### src/rtl/btn_evt_pkg.sv
// Shared types for the button event controller: the event codes presented
// to the consumer, the press-classification FSM states, and a small helper.
package btn_evt_pkg;

  typedef enum logic [1:0] {
    EVT_NONE   = 2'b00,
    EVT_SINGLE = 2'b01,
    EVT_DOUBLE = 2'b10,
    EVT_LONG   = 2'b11
  } evt_code_e;

  typedef enum logic [2:0] {
    IDLE   = 3'd0,
    PRESS1 = 3'd1,
    HOLD   = 3'd2,
    GAP    = 3'd3,
    PRESS2 = 3'd4
  } state_e;

  // Larger of two integers, used to size the shared cycle counter.
  function automatic int max_int(input int a, input int b);
    if (a > b) begin
      return a;
    end else begin
      return b;
    end
  endfunction

endpackage

### src/rtl/button_event_ctrl.sv
// Button event controller: classifies a debounced button level into
// SINGLE, DOUBLE and LONG press events. Events are offered on a
// single-entry valid/ready register; an event that arrives while the held
// one is still waiting is dropped and flagged on a sticky overrun bit.
module button_event_ctrl
  import btn_evt_pkg::*;
#(
  parameter int LONG_PRESS_CYCLES = 12_500_000,
  parameter int DCLICK_WINDOW     = 7_500_000
) (
  input  logic       clk,
  input  logic       rst,
  input  logic       btn_level,
  output logic       press_pulse,
  output logic       evt_valid,
  output logic [1:0] evt_code,
  input  logic       evt_ready,
  output logic       evt_overrun
);

  // Counter only ever reaches (parameter - 1), so this width never wraps.
  localparam int CNT_MAX = max_int(LONG_PRESS_CYCLES, DCLICK_WINDOW);
  localparam int CNT_W   = $clog2(CNT_MAX + 1);

  localparam logic [CNT_W-1:0] LONG_LAST = CNT_W'(LONG_PRESS_CYCLES - 1);
  localparam logic [CNT_W-1:0] GAP_LAST  = CNT_W'(DCLICK_WINDOW - 1);
  localparam logic [CNT_W-1:0] CNT_ONE   = CNT_W'(1);

  logic             prev_level_r;
  logic             rise_s;
  logic             fall_s;
  state_e           state_r;
  state_e           state_nxt_s;
  logic [CNT_W-1:0] cnt_r;
  logic [CNT_W-1:0] cnt_nxt_s;
  logic             new_evt_s;
  evt_code_e        new_code_s;
  logic             press_pulse_r;
  logic             evt_valid_r;
  evt_code_e        evt_code_r;
  logic             evt_overrun_r;

  assign rise_s = btn_level & ~prev_level_r;
  assign fall_s = ~btn_level & prev_level_r;

  assign press_pulse = press_pulse_r;
  assign evt_valid   = evt_valid_r;
  assign evt_code    = evt_code_r;
  assign evt_overrun = evt_overrun_r;

  // Edge detector history and the one-cycle press strobe.
  always_ff @(posedge clk) begin
    if (rst) begin
      prev_level_r  <= 1'b0;
      press_pulse_r <= 1'b0;
    end else begin
      prev_level_r  <= btn_level;
      press_pulse_r <= rise_s;
    end
  end

  // FSM state and cycle counter registers.
  always_ff @(posedge clk) begin
    if (rst) begin
      state_r <= IDLE;
      cnt_r   <= '0;
    end else begin
      state_r <= state_nxt_s;
      cnt_r   <= cnt_nxt_s;
    end
  end

  // Press classification: next state, next count and the event decided this cycle.
  always_comb begin
    state_nxt_s = state_r;
    cnt_nxt_s   = cnt_r;
    new_evt_s   = 1'b0;
    new_code_s  = EVT_NONE;
    case (state_r)
      IDLE: begin
        if (rise_s) begin
          state_nxt_s = PRESS1;
          cnt_nxt_s   = '0;
        end else begin
          state_nxt_s = IDLE;
        end
      end
      PRESS1: begin
        if (fall_s) begin
          state_nxt_s = GAP;
          cnt_nxt_s   = '0;
        end else if ((cnt_r == LONG_LAST) && btn_level) begin
          state_nxt_s = HOLD;
          cnt_nxt_s   = '0;
          new_evt_s   = 1'b1;
          new_code_s  = EVT_LONG;
        end else begin
          cnt_nxt_s = cnt_r + CNT_ONE;
        end
      end
      HOLD: begin
        // Long press already reported; the release is silent.
        if (fall_s) begin
          state_nxt_s = IDLE;
          cnt_nxt_s   = '0;
        end else begin
          state_nxt_s = HOLD;
        end
      end
      GAP: begin
        // A second press wins over the window closing in the same cycle.
        if (rise_s) begin
          state_nxt_s = PRESS2;
          cnt_nxt_s   = '0;
        end else if (cnt_r == GAP_LAST) begin
          state_nxt_s = IDLE;
          cnt_nxt_s   = '0;
          new_evt_s   = 1'b1;
          new_code_s  = EVT_SINGLE;
        end else begin
          cnt_nxt_s = cnt_r + CNT_ONE;
        end
      end
      PRESS2: begin
        if (fall_s) begin
          state_nxt_s = IDLE;
          cnt_nxt_s   = '0;
          new_evt_s   = 1'b1;
          new_code_s  = EVT_DOUBLE;
        end else begin
          state_nxt_s = PRESS2;
        end
      end
      default: begin
        state_nxt_s = IDLE;
        cnt_nxt_s   = '0;
      end
    endcase
  end

  // Single-entry event register with drop-on-full and sticky overrun.
  always_ff @(posedge clk) begin
    if (rst) begin
      evt_valid_r   <= 1'b0;
      evt_code_r    <= EVT_NONE;
      evt_overrun_r <= 1'b0;
    end else if (evt_valid_r && !evt_ready) begin
      if (new_evt_s) begin
        evt_overrun_r <= 1'b1;
      end else begin
        evt_overrun_r <= evt_overrun_r;
      end
    end else if (new_evt_s) begin
      evt_valid_r <= 1'b1;
      evt_code_r  <= new_code_s;
    end else begin
      evt_valid_r <= 1'b0;
      evt_code_r  <= EVT_NONE;
    end
  end

endmodule

### config.mk
export PLATFORM = sky130hd
export DESIGN_NAME = button_event_ctrl
export DESIGN_NICKNAME = d
export VERILOG_FILES = /design/src/rtl/btn_evt_pkg.sv /design/src/rtl/button_event_ctrl.sv
export SDC_FILE = /design/constraint.sdc
export NUM_CORES = 1
export LEC_CHECK = 0
export CAP_MARGIN = 40
export CORE_ASPECT_RATIO = 1.4
export CORE_UTILIZATION = 53
export CTS_CLUSTER_DIAMETER = 120
export DETAILED_ROUTE_END_ITERATION = 10
export PLACE_DENSITY = 0.8
export REMOVE_ABC_BUFFERS = 1
export SETUP_SLACK_MARGIN = 0.1
export SYNTH_ARGS = -nofsm -noshare
export SYNTH_HDL_FRONTEND = slang
export SYNTH_SLANG_ARGS = --single-unit
### constraint.sdc
create_clock -name clk -period 1.85 [get_ports clk]
set_input_delay 0.2775 -clock clk [delete_from_list [all_inputs] [get_ports clk]]
set_output_delay 0.2775 -clock clk [all_outputs]
set_load 0.01 [all_outputs]
# Yosys cells after proc, flatten, opt, wreduce, memory -nomap -nowiden
# Cells that the tools add are included.
[classes]
mux = 29
add_sub_neg = 1
n_div = 0
n_bitwise = 4
multipliers = 0
n_lt_le_gt_ge = 0
n_shift = 0
n_eq_ne = 10
n_reduce_logical = 8
[op_table]
columns = ["operator", "n"]
rows = [
  ["$mux 24", 6],
  ["$pmux 24 s4", 1],
  ["$add 24x1->24 const B", 1],
  ["$eq 24x23->1 const B", 1],
  ["$eq 24x24->1 const B", 1],
  ["$mux 3", 5],
  ["$pmux 3 s5", 1],
  ["$mux 2", 5],
  ["$mux 1", 9],
  ["$eq 3x2->1 const B", 2],
  ["$ne 3x3->1 const B", 2],
  ["$pmux 2 s3", 1],
  ["$reduce_and 2->1", 3],
  ["$eq 3x1->1 const B", 1],
  ["$eq 3x3->1 const B", 1],
  ["$logic_not 3->1", 1],
  ["$pmux 1 s3", 1],
  ["$and 1x1->1", 2],
  ["$logic_and 1x1->1", 2],
  ["$ne 2x1->1 const B", 1],
  ["$ne 2x2->1 const B", 1],
  ["$not 1->1", 2],
  ["$reduce_or 2->1", 1],
  ["$logic_not 1->1", 1],
]
[totals]
ff_bits = 33
memories = 0
in_bits = 4
output_inout_bits = 5
word_cells = 59
romBits = 0
latch_bits = 0
ramBits = 0

# Depth between registers and ports, before layout
# Gate-level depths: netlist (run 1).
[depth]
depth_word = 6
depth_mapped = 9
ltp_nobuf = 6

# Worst setup path before layout (run 1)
# No wires, ideal clock.
[synth_path]
path_kind = "reg-to-reg"
startpoint = "reg cnt_r[6]"
endpoint = "reg cnt_r[10]"
t_arrival_ps = 1812
path_stages_with_launch = 9
slack_ps = -77
period_less_slack_ps = 1927
required_time_ps = 1735
setup_ps = 115
n_path_buf = 2
path_cell_list = "dfxtp_1 > nand4_1 > or4_1 > nor3_2 > o22ai_1 > buf_6 > o21bai_4 > buf_6 > nor2_1"
[synth_via]
elab_chain_cells = 5
elab_cells_between_ends = 9
classes_between = "1 x add/sub; 2 x eq/ne; 5 x mux; 1 x reduce/logical"
[synth_rtl]
columns = ["element", "line", "source"]
rows = [
  ["from (decl)", "button_event_ctrl.sv:34", "logic [CNT_W-1:0] cnt_r;"],
  ["from (signal assigned)", "button_event_ctrl.sv:69", "cnt_r <= cnt_nxt_s;"],
  ["parallel branches: the longest is 4 deep, another holds $add 24x1->24", "n/a", ""],
  ["$pmux 24 s4 *", "button_event_ctrl.sv:79", "case (state_r)"],
]
# Every way passes the cells marked *.
# A chain may end at the register's enable or synchronous reset.

# Final worst setup path (run 1)
[layout_path]
startpoint = "reg cnt_r[6]"
endpoint = "reg evt_code_r[1], in the netlist evt_code[1]"
[layout_via]
elab_chain_cells = 6
elab_cells_between_ends = 12
classes_between = "2 x eq/ne; 9 x mux; 1 x reduce/logical"
[layout_rtl]
columns = ["element", "line", "source"]
rows = [
  ["$eq 24x24->1", "button_event_ctrl.sv:92", "end else if ((cnt_r == LONG_LAST) && btn_level) begin"],
  ["$logic_and 1x1->1", "button_event_ctrl.sv:92", ""],
  ["$mux 2 / $mux 1 (equally long branches)", "button_event_ctrl.sv:92", ""],
  ["$mux 2 / $mux 1 (equally long branches)", "button_event_ctrl.sv:89", "if (fall_s) begin"],
  ["$pmux 2 s3 / $pmux 1 s3 (equally long branches)", "button_event_ctrl.sv:79", ""],
  ["$mux 2 *", "button_event_ctrl.sv:153", "end else if (new_evt_s) begin"],
  ["to (signal assigned)", "button_event_ctrl.sv:155", "evt_code_r <= new_code_s;"],
  ["to (decl)", "button_event_ctrl.sv:40", "evt_code_e evt_code_r;"],
]
# Every way passes the cells marked *; elsewhere a longest branch is shown, timed or not.

==> results of run 1 <==
-- through the flow --
stage | utilization | total power, mW | setup TNS [ns] | worst slack, ns | instances
after CTS | 0.799 | 1.80 | -0.102 | -0.0575 | 304
after detailed placement | 0.691 | 1.08 | -9.72 | -0.409 | 289
final | 0.816 | 1.86 | -5.67 | -0.251 | 305
after global placement | 0.691 | 1.07 | -8.28 | -0.374 | 289
after floorplan | - | 0.930 | -5.08 | -0.224 | 194
after global routing | 0.816 | 1.93 | -7.71 | -0.334 | 305
-- cells by family (layout without fill, tap and decap cells) --
| kind of cell | Yosys count | count (layout) | share of synthesized area |
|---|---|---|---|
| adders and majority gates | 1 | 1 | 0.00735 |
| and+or+nand+nor | 108 | 108 | 0.337 |
| AOI/OAI and AO/OA | 29 | 30 | 0.130 |
| DFF | 33 | 33 | 0.388 |
| xor gates and xnor gates | 19 | 19 | 0.0978 |
| buffers and inverters | 11 | 75 | 0.0397 |
-- routing by layer --
layer | global-route usage | up-vias
li1 | - | 841
met1 | 0.382 | 921
met2 | 0.581 | 120
met3 | 0.0971 | 32
met4 | 0.263 | 0
met5 | 0 | -
-- flip-flops by register name, summed over array words and instances, names as in the netlist --
signal        flops
cnt_r            24
state_r           3
evt_code          2
evt_overrun       1
evt_valid         1
press_pulse       1
prev_level_r      1
-- final timing paths --
kind         slack, ns  depth (start not counted)     endpoint
max              -0.25                          8  evt_code[1]
min               0.50                          2  evt_code[1]
max reg2reg      -0.25                          8  evt_code[1]
min reg2reg       0.50                          2  evt_code[1]
-- critical path, stage by stage, from the launching register on --
cell      delay, ns
dfxtp_2        0.33
buf_6          0.11
nor3b_2        0.20
nand4b_1       0.22
nor4_4         0.48
buf_4          0.20
nand2_2        0.05
a21o_1         0.19
o31ai_1        0.24
-- where the power goes --
| part | internal (mW) | switching (mW) |
|---|---|---|
| clock network | 0.336 | 0.283 |
| registers | 0.733 | 0.0232 |
| logic | 0.213 | 0.271 |
-- cell type report --
class / instances / share of cell area
Multi-Input combinational cell: 158 / 0.460
Timing Repair Buffer: 63 / 0.210
Inverter: 4 / 0.00595
Clock inverter: 1 / 0.00198
Tap cell: 39 / 0.0193
Clock buffer: 7 / 0.0382
Sequential cell: 33 / 0.264
-- Yosys cell counts, drive strengths merged, types with 2 or more instances --
cell     instances
a21oi            6
a31oi            4
and3             4
buf              3
clkbuf           4
dfxtp           33
inv              4
nand2           19
nand2b           2
nand3            8
nand3b           3
nand4            7
nor2            35
nor2b            7
nor3             6
nor3b            3
nor4             7
o2111ai          2
o211ai           2
o21ai            3
o31ai            2
xnor2           12
xor2             7
-- what timing repair did --
| item | in CTS | in global routing |
|---|---|---|
| gates cloned | 2 | 0 |
| buffers inserted | 5 | 1 |
| hold buffers | 0 | 0 |
| gates resized for setup | 40 | 14 |
| pin swaps | 25 | 1 |
| setup endpoints to repair | 29 | 30 |
==> flow_metrics.py, run 1 <==
metrics = {
    "outcome": {
        "status": "finished with violations",
        "violations": "negative setup slack",
    },
    "final_layout": {
        "nets": 270,
        "multi_input_area_um2": 1160,
        "syn2layout_area_growth_pct": 48.4,
        "drive_gt1_frac": 0.406,
        "final_common_cell": "buf_4",
        "antenna_cells": 0,
        "nFillCells": 182,
        "seqCellArea_um2": 667,
        "final_cell_area_um2": 2520,
        "final_cell_mix": "buf_4 (47), dfxtp_1 (28), nor2_1 (21)",
    },
    "global_routing": {
        "grt_pass1_vias": 1868,
        "grt_overflow": 0,
        "grt_pass1_wl_mm": 9.09,
        "antenna_found_initial": 0,
        "grt_max_degree": 13,
        "grtUsageTotal": 0.356,
    },
    "setup_path": {
        "timing.rr.start": "cnt_r[6]",
        "start_kind": "register",
        "worstPathArrival_ns": 2.32,
        "required_ns": 2.06,
        "critical_path_class": "register to register",
        "crit_path_start": "cnt_r[6]",
        "worstSetupEndpointType": "register",
        "critPathMaxFanout": 3,
    },
    "synth": {
        "async_flop_share": 0,
        "ys.flop_type": "dfxtp_1",
        "syn_inst": 201,
        "synth.avg_cell_area_um2": 8.47,
        "yosys.area.top_type": "dfxtp_1",
        "netlist_area_um2": 1700,
        "yosys-top-cells-area": "dfxtp_1 (39%), nor2_1 (7.7%), xnor2_1 (6.2%), nand2_1 (4.2%), xor2_1 (3.6%)",
        "yosysWarnings": 0,
        "synth_edf_count": 0,
        "ys_ff_latch": 33,
        "ys_seq_area_frac": 0.388,
        "yosysUniqueCellTypes": 47,
        "synth_top_area_share": 0.388,
    },
    "route": {
        "met1Wirelength_mm": 2.21,
        "wl_mm": 5.85,
        "post_drt_via_cell_ratio": 6.28,
        "num_vias": 1914,
        "first_pass_iters": 5,
        "drc": 0,
        "wl_per_cell_um": 19.2,
        "drt_iter0_markers": 117,
        "drtAntennaViolNets": 0,
        "route.met3.wl_um": 396,
        "top_layer": "met4",
        "wl_met2_mm": 3.01,
    },
    "clocking": {
        "htreeDepth": 2,
        "clk_path_buf_depth": 2,
        "tritoncts": "yes",
        "cts_sinks": 33,
        "cts_buffers": 5,
        "clk_latency_ns": 0.30,
        "cts.reportedPaths.clkPinSlew_ns": 0.07,
        "clock-root-buffer": "clkbuf_8",
    },
    "floorplanning": {
        "coreArea_um2": 3090,
        "io_pins": 9,
        "die_width_um": 49.9,
        "die_h_um": 69.0,
        "num_rows": 24,
        "start_util": 0.550,
        "dieArea_um2": 3440,
    },
    "sta": {
        "worst_hold_slack_ns": 0.502,
        "clock_skew_ns": 0.0122,
        "fmax_mhz": 476,
        "min_period_ns": 2.10,
        "drv_slew": 0,
        "worst_slew_pin_slew_ns": 0.443,
        "finalHoldViolCount": 0,
        "period_share": 1.14,
        "setup_viol": 30,
        "slew_headroom": 0.704,
        "fin_ws_ns": -0.251,
        "rsz0062_at_grt": "yes",
    },
    "placement": {
        "io_buffers": 8,
        "place_congestion": 0.893,
        "dp_hpwl_mm": 3.06,
        "placed_area_um2": 2140,
    },
    "power_and_ir_drop": {
        "power.density_nw_per_um2": 736,
        "peakVddDrop_uv": 667,
        "p_leak_nw": 0.930,
    },
    "job": {
        "max-cap-violations": 0,
    },
    "min_path": {
        "min_path_type": "register to register",
        "hp-start": "evt_code[1]",
    },
}
Power figures use the tool's default switching activity.
==> inputs of run 2 (changes only) <==
--- a/config.mk
+++ b/config.mk
@@ -9,4 +9,5 @@
 export CORE_ASPECT_RATIO = 1.4
 export CORE_UTILIZATION = 53
+export CTS_BUF_LIST = sky130_fd_sc_hd__clkbuf_4 sky130_fd_sc_hd__clkbuf_8 sky130_fd_sc_hd__clkbuf_16
 export CTS_CLUSTER_DIAMETER = 120
 export DETAILED_ROUTE_END_ITERATION = 10
==> constraint.sdc (replaced) <==
create_clock -name clk -period 1.85 [get_ports clk]
set_input_delay 0.37 -clock clk [delete_from_list [all_inputs] [get_ports clk]]
set_output_delay 0.37 -clock clk [all_outputs]
set_load 0.01 [all_outputs]
==> flow_metrics.py, run 2 (synthesized netlist as in run 1, its figures left out) <==
metrics = {
    "placement": {
        "place_congestion": 0.892,
        "placed_area_um2": 2140,
        "dp_slack_ns": -0.494,
        "placed_cells": 289,
        "io_buffers": 8,
        "dp_hpwl_mm": 2.97,
    },
    "power_and_ir_drop": {
        "p_leak_nw": 0.933,
        "power.density_nw_per_um2": 708,
        "swShare": 0.313,
        "p_int_mw": 1.21,
        "p_sw_mw": 0.552,
        "p_total_mw": 1.77,
        "peakVddDrop_uv": 547,
        "p_comb_frac": 0.263,
        "clockPowerShare": 0.310,
        "p_seq_frac": 0.427,
    },
    "min_path": {
        "whs_endpoint": "evt_code[1]",
        "min_path_type": "register to register",
        "hp-start": "evt_code[1]",
        "hold_depth": 2,
    },
    "final_layout": {
        "nets": 270,
        "final_cell_area_um2": 2490,
        "finalNonFillerCells": 305,
        "largest-register": "cnt_r",
        "syn2layout_area_growth_pct": 46.5,
        "drive_gt1_frac": 0.391,
        "largest_reg_flops": 24,
        "antenna_cells": 0,
        "final_cell_mix": "buf_4 (48), nor2_1 (30), dfxtp_1 (27)",
        "final_common_cell": "buf_4",
    },
    "setup_path": {
        "cpPeakStageDelay_ns": 0.35,
        "r2r-end": "cnt_r[15]",
        "worst-r2r-setup-slack_ns": -0.21,
        "critical_path_class": "register to register",
        "crit_slowest_cell": "dfxtp_1",
        "timing.rr.start": "cnt_r[11]",
        "critPathMaxFanout": 7,
        "worstSetupEndpointType": "register",
        "start_kind": "register",
        "crit_path_start": "cnt_r[11]",
        "crit_top_cell": "buf_4",
        "worstPathArrival_ns": 2.29,
        "required_ns": 2.08,
        "crit_chain": "buf_4 > nand4_1 > buf_4 > nor4_2 > o2111ai_1 > nor2_1 > o21ai_0 > a21oi_1",
        "ff2ff_path_depth": 8,
    },
    "route": {
        "drtAntennaViolNets": 0,
        "num_vias": 1883,
        "post_drt_via_cell_ratio": 6.17,
        "wl_per_cell_um": 19.4,
        "drc": 0,
        "wl_mm": 5.92,
        "first_pass_iters": 6,
        "drt_iter0_markers": 94,
    },
    "floorplanning": {
        "coreArea_um2": 3090,
        "die_width_um": 49.9,
        "die_h_um": 69.0,
        "io_pins": 9,
        "num_rows": 24,
        "dieArea_um2": 3440,
        "start_util": 0.550,
    },
    "outcome": {
        "violations": "negative setup slack",
        "status": "finished with violations",
    },
    "global_routing": {
        "grtUsageTotal": 0.308,
        "antenna_found_initial": 0,
        "grt_overflow": 0,
        "grt_pass1_wl_mm": 7.90,
        "grt_pass1_vias": 1737,
        "grt_max_degree": 13,
    },
    "sta": {
        "fin_ws_ns": -0.210,
        "drv_slew": 0,
        "clock_skew_ns": 0.0128,
        "fmax_mhz": 486,
        "rsz0062_at_grt": "yes",
        "slew_headroom": 0.660,
        "setup_viol": 28,
        "tns_ns": -1.35,
        "worst_slew_pin_slew_ns": 0.503,
        "finalHoldViolCount": 0,
        "min_period_ns": 2.06,
        "period_share": 1.11,
    },
    "clocking": {
        "clock-root-buffer": "clkbuf_8",
        "hold_buffers": 0,
        "clk_latency_ns": 0.30,
        "clk_path_buf_depth": 2,
        "cts_sinks": 33,
        "cts_buffers": 5,
        "tritoncts": "yes",
        "htreeDepth": 2,
        "cts.reportedPaths.clkPinSlew_ns": 0.07,
    },
    "job": {
        "max-cap-violations": 0,
    },
}
[run 2: final cells by class]
cell class / instances / area (um2)
Inverter: 4 / 15.0
Sequential cell: 33 / 668
Timing Repair Buffer: 63 / 527
Fill cell: 189 / 599
Tap cell: 39 / 48.8
Multi-Input combinational cell: 158 / 1150
Clock inverter: 2 / 10.0
Clock buffer: 6 / 76.3
[run 2: how the worst max path moves through the flow]
stage	endpoint	slack (ns)	cells after the start
final	cnt_r[15]	-0.21	8
after global routing	cnt_r[15]	-0.23	8
after CTS	evt_code[1]	-0.11	8
after detailed placement	cnt_r[4]	-0.49	8
after global placement	cnt_r[3]	-0.47	8
after floorplan	cnt_r[0]	-0.22	6
[run 2: what timing repair did]
| action | in CTS | in global routing |
|---|---|---|
| endpoints found under the setup margin | 29 | 30 |
| resized for setup | 25 | 23 |
| setup buffers | 4 | 3 |
| pin swaps | 22 | 11 |
| cloned | 2 | 0 |
[run 2: stage by stage]
step	hold WS (ns)	util
2_1_floorplan	0.439	-
3_3_place_gp	0.471	0.691
3_5_place_dp	0.498	0.691
4_1_cts	0.511	0.769
5_1_grt	0.535	0.806
6_report	0.523	0.806
[run 2: metal layers]
layer / up-vias / track usage / share of wire / wire length, um
li1: 842 / - / - / -
met1: 910 / 0.344 / 0.38 / 2280
met2: 101 / 0.524 / 0.51 / 3000
met3: 30 / 0.0596 / 0.068 / 400
met4: 0 / 0.184 / 0.040 / 239
met5: - / 0 / 0 / 0
[run 2: worst max-delay path, delay by kind of cell, from the launching register on]
family	cells	cell delay [ns]
AOI/OAI and AO/OA	3	0.53
buffers and inverters	2	0.41
and+or+nand+nor	3	0.68
DFF	1	0.35
[run 2: power by group through the flow]
stage               sequential (mW)  combinational (mW)  clock (mW)
floorplan                     0.773               0.157           0
global placement              0.765               0.303           0
detailed placement            0.766               0.309           0
CTS                           0.750               0.406       0.553
global route                  0.754               0.484       0.580
finish                        0.754               0.464       0.548
==> inputs of run 3 (changes only) <==
- HOLD_SLACK_MARGIN: unset -> 0.05
- PLACE_DENSITY: 0.8 -> 0.74
==> flow_metrics.py, run 3 (synthesized netlist as in run 1, its figures left out) <==
metrics = {
    "route": {
        "met1Wirelength_mm": 2.20,
        "top_layer": "met4",
        "wl_per_cell_um": 19.2,
        "route.met3.wl_um": 287,
        "wl_mm": 5.86,
        "first_pass_iters": 4,
        "drtAntennaViolNets": 0,
        "post_drt_via_cell_ratio": 6.08,
        "drt_iter0_markers": 100,
        "wl_met2_mm": 3.06,
        "drc": 0,
        "num_vias": 1860,
    },
    "floorplanning": {
        "start_util": 0.550,
        "die_h_um": 69.0,
        "num_rows": 24,
        "coreArea_um2": 3090,
        "io_pins": 9,
        "dieArea_um2": 3440,
        "die_width_um": 49.9,
    },
    "sta": {
        "fin_ws_ns": -0.110,
        "drv_slew": 0,
        "slew_headroom": 0.656,
        "fmax_mhz": 510,
        "clock_skew_ns": 0.00561,
        "setup_viol": 28,
        "finalHoldViolCount": 0,
        "period_share": 1.06,
        "worst_slew_pin_slew_ns": 0.516,
        "min_period_ns": 1.96,
        "rsz0062_at_grt": "yes",
    },
    "placement": {
        "placed_cells": 288,
        "dp_hpwl_mm": 3.33,
        "placed_area_um2": 2130,
        "place_congestion": 0.920,
        "io_buffers": 8,
    },
    "final_layout": {
        "drive_gt1_frac": 0.386,
        "final_common_cell": "buf_4",
        "syn2layout_area_growth_pct": 48.7,
        "nFillCells": 187,
        "utilization": 0.818,
        "largest-register": "cnt_r",
        "final_cell_mix": "buf_4 (48), nor2_1 (30), dfxtp_1 (28)",
        "finalNonFillerCells": 306,
        "antenna_cells": 0,
        "largest_reg_flops": 24,
        "seqCellArea_um2": 667,
        "final_cell_area_um2": 2530,
        "nets": 271,
        "multi_input_area_um2": 1150,
    },
    "setup_path": {
        "worstPathArrival_ns": 2.14,
        "start_kind": "register",
        "r2r-end": "cnt_r[11]",
        "critical_path_class": "register to register",
        "ff2ff_path_depth": 9,
        "timing.rr.start": "cnt_r[5]",
        "worstSetupEndpointType": "register",
        "worst-r2r-setup-slack_ns": -0.11,
        "critPathMaxFanout": 5,
        "required_ns": 2.03,
    },
    "min_path": {
        "whs_endpoint": "evt_code[1]",
        "hp-start": "evt_code[1]",
        "min_path_type": "register to register",
        "hold_depth": 2,
    },
    "power_and_ir_drop": {
        "p_leak_nw": 0.942,
        "p_sw_mw": 0.536,
        "p_seq_frac": 0.420,
        "p_comb_frac": 0.244,
        "peakVddDrop_uv": 987,
        "clockPowerShare": 0.337,
        "power.density_nw_per_um2": 710,
        "p_int_mw": 1.26,
        "p_total_mw": 1.80,
        "swShare": 0.298,
    },
    "outcome": {
        "status": "finished with violations",
        "violations": "negative setup slack",
    },
    "job": {
        "max-cap-violations": 0,
    },
    "clocking": {
        "htreeDepth": 2,
        "cts.reportedPaths.clkPinSlew_ns": 0.07,
        "clock-root-buffer": "clkbuf_8",
        "clk_path_buf_depth": 2,
        "tritoncts": "yes",
        "hold_buffers": 0,
        "cts_buffers": 5,
        "cts_sinks": 33,
        "clk_latency_ns": 0.29,
    },
    "global_routing": {
        "grtUsageTotal": 0.364,
        "grt_max_degree": 13,
        "grt_pass1_vias": 1950,
        "antenna_found_initial": 0,
        "grt_pass1_wl_mm": 9.30,
        "grt_overflow": 0,
    },
}
## run 3: what timing repair did
item | CTS | global route
gates cloned | 2 | 0
resized for setup | 35 | 12
setup buffers | 5 | 3
endpoints found under the setup margin | 30 | 30
pin swaps | 24 | 13
## run 3: stage by stage
step	TNS [ns]	hold WS [ns]	setup slack, ns
2_1_floorplan	-5.08	0.439	-0.224
3_3_place_gp	-10.73	0.470	-0.468
3_5_place_dp	-12.87	0.482	-0.552
4_1_cts	-0.0787	0.496	-0.0488
5_1_grt	-3.29	0.539	-0.170
6_report	-1.45	0.513	-0.110
## run 3: layout make-up
| cell class | instances | share of cell area |
|---|---|---|
| multi-input combinational | 158 | 0.455 |
| sequential | 33 | 0.264 |
| timing repair buffer | 64 | 0.216 |
| clock buffer | 7 | 0.0381 |
| tap | 39 | 0.0193 |
| inverter | 4 | 0.00593 |
| clock inverter | 1 | 0.00198 |
## run 3: worst max path at each step
| stage | to | startpoint |
|---|---|---|
| 6_report | cnt_r[11] | cnt_r[5] |
| 5_1_grt | cnt_r[15] | cnt_r[20] |
| 4_1_cts | evt_code[0] | cnt_r[6] |
| 3_5_place_dp | cnt_r[3] | btn_level |
| 3_3_place_gp | cnt_r[4] | btn_level |
| 2_1_floorplan | cnt_r[0] | cnt_r[6] |
## run 3: power groups by stage
stage | logic, mW | clock network (mW) | registers (mW)
finish | 0.437 | 0.605 | 0.754
global route | 0.461 | 0.636 | 0.757
CTS | 0.414 | 0.606 | 0.753
detailed placement | 0.291 | 0 | 0.767
global placement | 0.280 | 0 | 0.766
floorplan | 0.157 | 0 | 0.773
## run 3: critical path: stages, from the launching register on
cell,delay [ns]
dfxtp_1,0.30
and4bb_2,0.29
nand4_1,0.10
buf_6,0.16
nor4_4,0.25
buf_4,0.18
o22ai_4,0.13
buf_6,0.17
a31oi_1,0.19
a21oi_1,0.08
## run 3: metal layers
| metal | vias to the layer above | global-route usage |
|---|---|---|
| met5 | - | 0 |
| met4 | 0 | 0.219 |
| met3 | 31 | 0.102 |
| met2 | 77 | 0.643 |
| met1 | 900 | 0.367 |
| li1 | 852 | - |
